[config.mk]
export PLATFORM = sky130hd
export DESIGN_NAME = mem_arb
export DESIGN_NICKNAME = d
export VERILOG_FILES = /design/src/rtl/mem_arb_pkg.sv /design/src/rtl/mem_arb_rd_tag_pipe.sv /design/src/rtl/mem_arb.sv
export SDC_FILE = /design/constraint.sdc
export NUM_CORES = 1
export LEC_CHECK = 0
export CAP_MARGIN = 10
export CORE_ASPECT_RATIO = 0.8
export CORE_MARGIN = 4
export CORE_UTILIZATION = 30
export CTS_BUF_LIST = sky130_fd_sc_hd__clkbuf_16
export CTS_CLUSTER_SIZE = 14
export DETAILED_ROUTE_END_ITERATION = 10
export GPL_ROUTABILITY_DRIVEN = 0
export PLACE_DENSITY_LB_ADDON = 0.12
export SYNTH_ARGS = -nofsm -noshare
export SYNTH_HDL_FRONTEND = slang
export SYNTH_SLANG_ARGS = --single-unit
[constraint.sdc]
create_clock -name clock -period 3.9 [get_ports clock]
set_input_delay 0.78 -clock clock [delete_from_list [all_inputs] [get_ports clock]]
set_output_delay 0.78 -clock clock [all_outputs]
set_load 0.1 [all_outputs]
[src/rtl/mem_arb_pkg.sv]
// rtl/mem_arb_pkg.sv - shared tag encoding and parameter defaults for the RAM arbiter
package mem_arb_pkg;

  typedef enum logic [1:0] {
    ID_NONE = 2'd0,
    ID_VGA  = 2'd1,
    ID_CPU  = 2'd2,
    ID_DMA  = 2'd3
  } id_e;

  localparam logic [15:0] VBASE_DEF   = 16'h4000;
  localparam int          RAM_LAT_DEF = 1;
  localparam int          DMA_AGE_DEF = 15;

endpackage

[src/rtl/mem_arb_rd_tag_pipe.sv]
// rtl/mem_arb_rd_tag_pipe.sv - fixed-depth shift register carrying read tags alongside RAM latency
module rd_tag_pipe
  import mem_arb_pkg::*;
#(
  parameter int DEPTH = 1
) (
  input  logic       clk_i,
  input  logic       clear_i,
  input  logic [1:0] tag_i,
  output logic [1:0] tag_o
);

  logic [1:0] pipe_q [DEPTH];

  always_ff @(posedge clk_i) begin
    if (clear_i) begin
      for (int i = 0; i < DEPTH; i++) pipe_q[i] <= ID_NONE;
    end else begin
      pipe_q[0] <= tag_i;
      for (int i = 1; i < DEPTH; i++) pipe_q[i] <= pipe_q[i-1];
    end
  end

  assign tag_o = pipe_q[DEPTH-1];

endmodule

[src/rtl/mem_arb.sv]
// rtl/mem_arb.sv - VGA/CPU/DMA arbiter for the 64 KB RAM with read-data return routing and CPU stall
module mem_arb
  import mem_arb_pkg::*;
#(
  parameter logic [15:0] VBASE   = VBASE_DEF,
  parameter int          RAM_LAT = RAM_LAT_DEF,
  parameter int          DMA_AGE = DMA_AGE_DEF
) (
  input  logic        clock,
  input  logic        reset,
  input  logic        vga_req,
  input  logic [12:0] vga_a,
  output logic        vga_ack,
  output logic        vga_rdy,
  output logic [7:0]  vga_q,
  input  logic        cpu_req,
  input  logic        cpu_w,
  input  logic [15:0] cpu_a,
  input  logic [7:0]  cpu_d,
  output logic        cpu_ack,
  output logic        cpu_rdy,
  output logic [7:0]  cpu_q,
  output logic        cpu_ce,
  input  logic        dma_req,
  input  logic        dma_w,
  input  logic [15:0] dma_a,
  input  logic [7:0]  dma_d,
  output logic        dma_ack,
  output logic        dma_rdy,
  output logic [7:0]  dma_q,
  output logic [15:0] ram_a,
  output logic [7:0]  ram_d,
  output logic        ram_w,
  input  logic [7:0]  ram_q
);

  logic        gnt_vga, gnt_cpu, gnt_dma;
  logic [7:0]  age_q, age_d;
  logic [15:0] ram_a_q, ram_a_d;
  logic [7:0]  ram_d_q, ram_d_d;
  logic        ram_w_q, ram_w_d;
  logic [1:0]  tag_q, tag_d, tag_ret;

  // A starved DMA port jumps ahead of the CPU for exactly one grant.
  always_comb begin
    gnt_vga = vga_req;
    gnt_cpu = 1'b0;
    gnt_dma = 1'b0;
    if (!vga_req) begin
      if (dma_req && age_q == 8'(DMA_AGE)) gnt_dma = 1'b1;
      else if (cpu_req)                    gnt_cpu = 1'b1;
      else                                 gnt_dma = dma_req;
    end
  end

  always_comb begin
    ram_a_d = ram_a_q;
    ram_d_d = ram_d_q;
    ram_w_d = 1'b0;
    tag_d   = ID_NONE;
    if (gnt_vga) begin
      ram_a_d = VBASE | {3'b000, vga_a};
      tag_d   = ID_VGA;
    end else if (gnt_cpu) begin
      ram_a_d = cpu_a;
      ram_d_d = cpu_d;
      ram_w_d = cpu_w;
      tag_d   = cpu_w ? ID_NONE : ID_CPU;
    end else if (gnt_dma) begin
      ram_a_d = dma_a;
      ram_d_d = dma_d;
      ram_w_d = dma_w;
      tag_d   = dma_w ? ID_NONE : ID_DMA;
    end

    if (!dma_req || gnt_dma)       age_d = 8'd0;
    else if (age_q < 8'(DMA_AGE))  age_d = age_q + 8'd1;
    else                           age_d = age_q;
  end

  always_ff @(posedge clock) begin
    if (reset) begin
      ram_a_q <= 16'h0000;
      ram_d_q <= 8'h00;
      ram_w_q <= 1'b0;
      tag_q   <= ID_NONE;
      age_q   <= 8'd0;
    end else begin
      ram_a_q <= ram_a_d;
      ram_d_q <= ram_d_d;
      ram_w_q <= ram_w_d;
      tag_q   <= tag_d;
      age_q   <= age_d;
    end
  end

  // tag_q already covers the command-register stage, so the pipe only spans the RAM itself.
  rd_tag_pipe #(.DEPTH(RAM_LAT)) u_tag_pipe (
    .clk_i   (clock),
    .clear_i (reset),
    .tag_i   (tag_q),
    .tag_o   (tag_ret)
  );

  assign vga_ack = gnt_vga & ~reset;
  assign cpu_ack = gnt_cpu & ~reset;
  assign dma_ack = gnt_dma & ~reset;

  assign vga_rdy = ~reset & (tag_ret == ID_VGA);
  assign cpu_rdy = ~reset & (tag_ret == ID_CPU);
  assign dma_rdy = ~reset & (tag_ret == ID_DMA);

  assign vga_q = vga_rdy ? ram_q : 8'h00;
  assign cpu_q = cpu_rdy ? ram_q : 8'h00;
  assign dma_q = dma_rdy ? ram_q : 8'h00;

  assign ram_a = ram_a_q;
  assign ram_d = ram_d_q;
  assign ram_w = ram_w_q;

  assign cpu_ce = reset | ~cpu_req | (cpu_ack & cpu_w) | cpu_rdy;

endmodule
## Word level (Yosys, flattened, before mapping)

Memories as Yosys holds them, arrays and structs flattened.
Index checks and enable logic that the tools add are counted.

- Memories: 1
- RAM bits: 2
- Word-level logic and storage cells: 62
- Input bits: 76
- Register bits: 35
- Output and inout bits: 56

Memory list:

| memory | words | bits a word | rd ports | clocked after memory_dff | write ports | RTL line | source |
|---|---|---|---|---|---|---|---|
| u_tag_pipe.pipe_q | 1 | 2 | 1 | 0 | 1 | mem_arb_rd_tag_pipe.sv:13 | `logic [1:0] pipe_q [DEPTH];` |

- Muxes and demuxes: 26
- $add $sub $neg: 1
- Equality and inequality tests: 4
- Bitwise gates (word level): 13
- Order comparisons: 1
- Reduce and logical (&&, ||, !) cells: 9

Operators with widths:

| operator | number |
|---|---|
| $mux W8 | 5 |
| $mux W16 | 2 |
| $mux W15 | 1 |
| $mux W1 | 13 |
| $mux W2 | 5 |
| $add A8 B1 Y8 const B | 1 |
| $eq A8 B4 Y1 const B | 1 |
| $lt A8 B4 Y1 const B | 1 |
| $and A1 B1 Y1 | 7 |
| $reduce_or A2 Y1 | 3 |
| $eq A2 B2 Y1 const B | 2 |
| $not A1 Y1 | 3 |
| $or A1 B1 Y1 | 3 |
| $reduce_bool A3 Y1 | 1 |
| $eq A2 B1 Y1 const B | 1 |
| $reduce_and A2 Y1 | 1 |
| $reduce_bool A2 Y1 | 1 |
| $logic_and A1 B1 Y1 | 1 |
| $logic_not A1 Y1 | 1 |
| $logic_or A1 B1 Y1 | 1 |

## Logic depth before layout (Yosys ltp)

- Depth in word-level cells: 8
- Gate-level depth with buffers: 7
- Mapped depth without buffers: 5

## Cells and area by module

From an unflattened synthesis, not the netlist that was laid out.

- Cells, all modules: 229
- Area, all modules: 1883.1 um2

Modules (own cells, without submodules):

| module | cells each | area each (um2) | instances | sequential area each (um2) |
|---|---|---|---|---|
| mem_arb | 225 | 1830.5 | 1 | 700.7 |
| rd_tag_pipe | 4 | 52.6 | 1 | 40.0 |

## Worst setup path before layout

OpenSTA, ideal clock, no wires.

- Kind: input-to-output
- Start point: input reset
- End point: output cpu_q[0]
- Stages on the path: 3
- Required time: 3.120 ns
- Arrival time: 4.455 ns
- Path slack: -1.335 ns
- Buffers on the path: 1
- Cells stage by stage: buf_2 > nor3b_1 > and2_1

- Word-level cells in the longest chain between the ends: 3

RTL lines:

| item | RTL line | source |
|---|---|---|
| start, declared | mem_arb.sv:10 | `input logic reset,` |
| $not A1 Y1 | mem_arb.sv:110 | `assign cpu_rdy = ~reset & (tag_ret == ID_CPU);` |
| $and A1 B1 Y1 | mem_arb.sv:110 |  |
| net cpu_rdy | mem_arb.sv:21 | `output logic cpu_rdy,` |
| $mux W8 | mem_arb.sv:114 | `assign cpu_q = cpu_rdy ? ram_q : 8'h00;` |
| end, declared | mem_arb.sv:22 | `output logic [7:0] cpu_q,` |

The timed path passes the listed nets, and every way through them passes these cells.

## Final worst setup path

- Start point: input dma_req
- End point: output dma_ack

- Word-level cells in the longest chain between the ends: 4
- Elaborated cells between the ends (all ways): 5
- Those cells by class: mux: 3; bitwise: 1; reduce/logical: 1

RTL lines:

| item | RTL line | source |
|---|---|---|
| start, declared | mem_arb.sv:24 | `input logic dma_req,` |
| $mux W1 / $logic_and A1 B1 Y1 (equally long branches) | mem_arb.sv:51, mem_arb.sv:50 |  |
| $mux W1 (*) | mem_arb.sv:50 | `if (dma_req && age_q == 8'(DMA_AGE)) gnt_dma = 1'b1;` |
| $mux W1 (*) | mem_arb.sv:49 | `if (!vga_req) begin` |
| $and A1 B1 Y1 (*) | mem_arb.sv:107 | `assign dma_ack = gnt_dma & ~reset;` |
| end, declared | mem_arb.sv:28 | `output logic dma_ack,` |

Every way passes the cells marked *; elsewhere a longest branch is shown, timed or not.

==> results summary <==
The flow ran to the end, and the final reports show no timing, DRC or antenna violations. The count of cells resized by post-cts repair came out at 0. The register clock-pin slew on the reported worst setup and hold paths is 50 ps.

Entering global routing, the biggest net connects 32 pins. On the critical path, the stage with the largest delay is an instance of sky130_fd_sc_hd__clkdlybuf4s50_1. The leakage component of the power came out at 1.47 nW. The setup-violating endpoint count in the final report is 0. The slew at the pin closest to its max-slew limit came out at 1000 ps. The final clock period utilization by the worst path came out at 0.806. The length of routed wiring on met1 is 3020 um.

The post-synthesis instance area is 1890 sq um. The critical path goes through clkdlybuf4s50_1, and4_4, nand2_1, a21boi_1, buf_12. The worst clock skew came out at 5.07 ps. The leading cell type by number of instances after synthesis is sky130_fd_sc_hd__dfxtp_1. For this configuration, the core starts out at a cell density of 0.314. The post-synthesis xor/xnor area fraction came out at 0.00928.

Of all cell types, the one taking the most synthesized area is sky130_fd_sc_hd__dfxtp_1. The tightest hold margin is 437 ps. The horizontal extent of the die is 96.7 um. The power density of the placed cells is 336 nW/um^2. The worst hold path belongs to the class register to register. The number of global-route vias before repair came to 2,043. The biggest cell delay along the critical path came out at 550 ps. The total half-perimeter wirelength after legalization and detailed placement is 5200 um. The synthesized-area fraction occupied by ao, oa, aoi and oai cells came out at 0.204. The vertical die dimension came out at 78.9 um.

The final routed DRC violation total came out at 0. The quantity of I/O buffers inserted on ports came out at 131. The number of clock sinks is 37.

The gate count of the mapped netlist is 210. The basic-gate share of the synthesized area counting and, or, nand and nor cells came out at 0.279. The yosys synthesis warning count came out at 0. The residual antenna-violating net count after detailed routing is 0.

The count of distinct cell types in the synthesized netlist is 36. The flip-flop cell with the highest count after synthesis is sky130_fd_sc_hd__dfxtp_1. The final number of hold-violating endpoints is 0. The achievable clock frequency came out at 318 MHz. The first global-routing pass estimated 10,800 um of wire. The dominant combinational cell family by area after synthesis is simple AND/OR/NAND/NOR gates. In the synthesized netlist, the cells that appear most often are sky130_fd_sc_hd__dfxtp_1, sky130_fd_sc_hd__and2_1, sky130_fd_sc_hd__nor2_1, sky130_fd_sc_hd__a211oi_1, sky130_fd_sc_hd__nand3_1. The remaining max-slew budget at the tightest pin came out at 0.328.

The sequential-to-total area share from yosys stat is 0.393. The tool flagged a number of max-cap violations equal to 0. The top-area cell type share of the netlist area came out at 0.393. STA classifies the critical path startpoint as an input pin.

For this design the top-level I/O count stands at 132. In this run the clock root is driven by a sky130_fd_sc_hd__clkbuf_16. The worst setup path is of the input pin to output port kind.

The number of hold buffers added after CTS is 0. The initial antenna violation count came to 0. The number of rows in the core area came out at 25. In the synthesized netlist the async set-or-reset flop fraction comes to 0. For this block, the initial DRC count from the detailed router was 79. The diode insertion count for antenna repair came out at 0.

Detailed routing placed a total of 672 um of wire on met3. The signal arrival time at the worst endpoint is 2360 ps. The area of the die came out at 7630 sq um. The clock period could shrink to 3140 ps.

The area of the core is 6010 sq um. Dividing the detail-routed via count by the number of cells gives 4.96. The portion of synthesized area spent on multiplexers is 0.0477. The final core utilization is 0.625. The final global-route overflow total came out at 0. The setup TNS is 0 ps.

The routed layout has 2,095 vias. The layout overhead on the synthesized area came out at 98.9%. The first detailed-routing pass took 4 iterations. The net count of the finished layout is 417. Across every metal layer, demand over resource in global routing totals 0.175. The number of pins exceeding their max-slew limit in the final report came to 0. The mean post-synth cell area is 8.98 sq um. The largest voltage drop on the vdd net came out at 0.211 mV. The number of enable flip-flop cells after synthesis came out at 0. The CTS tree is done. After detailed routing, the met2 layer carries 2980 um of wire. The kind of end point of the critical path is an output port. By area the synthesized netlist is led by sky130_fd_sc_hd__dfxtp_1, sky130_fd_sc_hd__and2_1, sky130_fd_sc_hd__a211oi_1. Clock tree synthesis inserted a total of 5 buffers. The post-place instance area came out at 3590 sq um. Of the total synthesized cell area, the portion taken by full adders, half adders and majority gates is 0.00663. The number of buffers on the longest clock path came out at 2.

The final non-filler cell area is 3750 sq um. The buffer count from post-CTS setup fixing is 0. Counting every net in the synthesized netlist gives 287. The fraction of final layout cells sized beyond drive strength 1 is 0.158. The final wirelength is 6750 um. The routed length per instance came out at 16.0 um. Setup repair after global routing left no endpoint under its margin.

The maximum fanout encountered on the critical timing path came out at 5. The flop and latch count out of synthesis came out at 37. The H-tree was split into 2 levels. The required time at the endpoint of the critical path came out at 3120 ps. The clock latency of the later-clocked register in the worst-skew pair came out at 280 ps. Routed signal wires occupy layers up through met4.
-- state kept, by name (all words and copies together), names as in the netlist --
name,count
ram_d,8
ram_w,1
age_q,8
tag_q,2
ram_a,16
u_tag_pipe.pipe_q,2
-- stage by stage --
step | std cells | worst slack [ps] | power, mW
CTS | 422 | 761 | 1.28
global route | 422 | 634 | 1.31
global placement | 414 | 794 | 0.818
floorplan | 210 | 137 | 0.667
finish | 422 | 756 | 1.26
detailed placement | 414 | 784 | 0.821
-- per-layer routing --
metal,vias up,GRT usage
li1,1034,-
met1,955,0.218
met2,98,0.276
met3,8,0.0737
met4,0,0.0519
met5,-,0
-- final cells by class --
class | instances | area (sq um)
clock inverter | 3 | 42.5
clock buffer | 5 | 125
tap | 81 | 101
timing repair buffer | 138 | 1670
fill | 515 | 2250
multi-input combinational | 155 | 1060
inverter | 3 | 11.3
sequential | 37 | 741
-- worst max-delay path: cells and delay by family --
| family | cells | cell delay, ps |
|---|---|---|
| AOI/OAI and AO/OA | 1 | 410 |
| buffers and inverters | 2 | 790 |
| and+or+nand+nor | 2 | 380 |
-- where the power goes --
part           total, mW  switching (mW)  internal [mW]
combinational      0.401           0.253          0.148
clock              0.451           0.151          0.300
sequential         0.411          0.0109          0.400
total               1.26           0.415          0.848
-- kinds of logic after synthesis --
group,count (synthesis)
AOI/OAI and AO/OA,47
xor gates and xnor gates,2
adders and majority gates,1
buffers and inverters,18
DFF,37
muxes,9
and+or+nand+nor,96
-- layout by cell type, fill, tap and decap left out, types with 2 or more instances in the layout --
cell and count:
sky130_fd_sc_hd__a211oi_1 22, sky130_fd_sc_hd__a21o_1 2, sky130_fd_sc_hd__a21oi_1 3, sky130_fd_sc_hd__a221o_1 2, sky130_fd_sc_hd__a221oi_1 13, sky130_fd_sc_hd__and2_1 28
sky130_fd_sc_hd__and3_1 2, sky130_fd_sc_hd__and3_2 2, sky130_fd_sc_hd__buf_12 31, sky130_fd_sc_hd__buf_4 7, sky130_fd_sc_hd__clkbuf_16 5, sky130_fd_sc_hd__clkdlybuf4s50_1 100
sky130_fd_sc_hd__dfxtp_1 37, sky130_fd_sc_hd__inv_1 3, sky130_fd_sc_hd__mux2i_1 9, sky130_fd_sc_hd__nand2_1 6, sky130_fd_sc_hd__nand3_1 16, sky130_fd_sc_hd__nor2_1 28
sky130_fd_sc_hd__nor2b_1 2, sky130_fd_sc_hd__nor3_1 3, sky130_fd_sc_hd__nor3b_4 2, sky130_fd_sc_hd__xor2_1 2
-- final timing paths --
kind | from | to | slack [ps] | cells after the start
max | dma_req | dma_ack | 760 | 5
min | tag_q[1] | u_tag_pipe.pipe_q[0][1] | 440 | 1
max reg2reg | age_q[0] | tag_q[1] | 1960 | 6
min reg2reg | tag_q[1] | u_tag_pipe.pipe_q[0][1] | 440 | 1
Note: power is estimated with default switching activity, not from simulation.
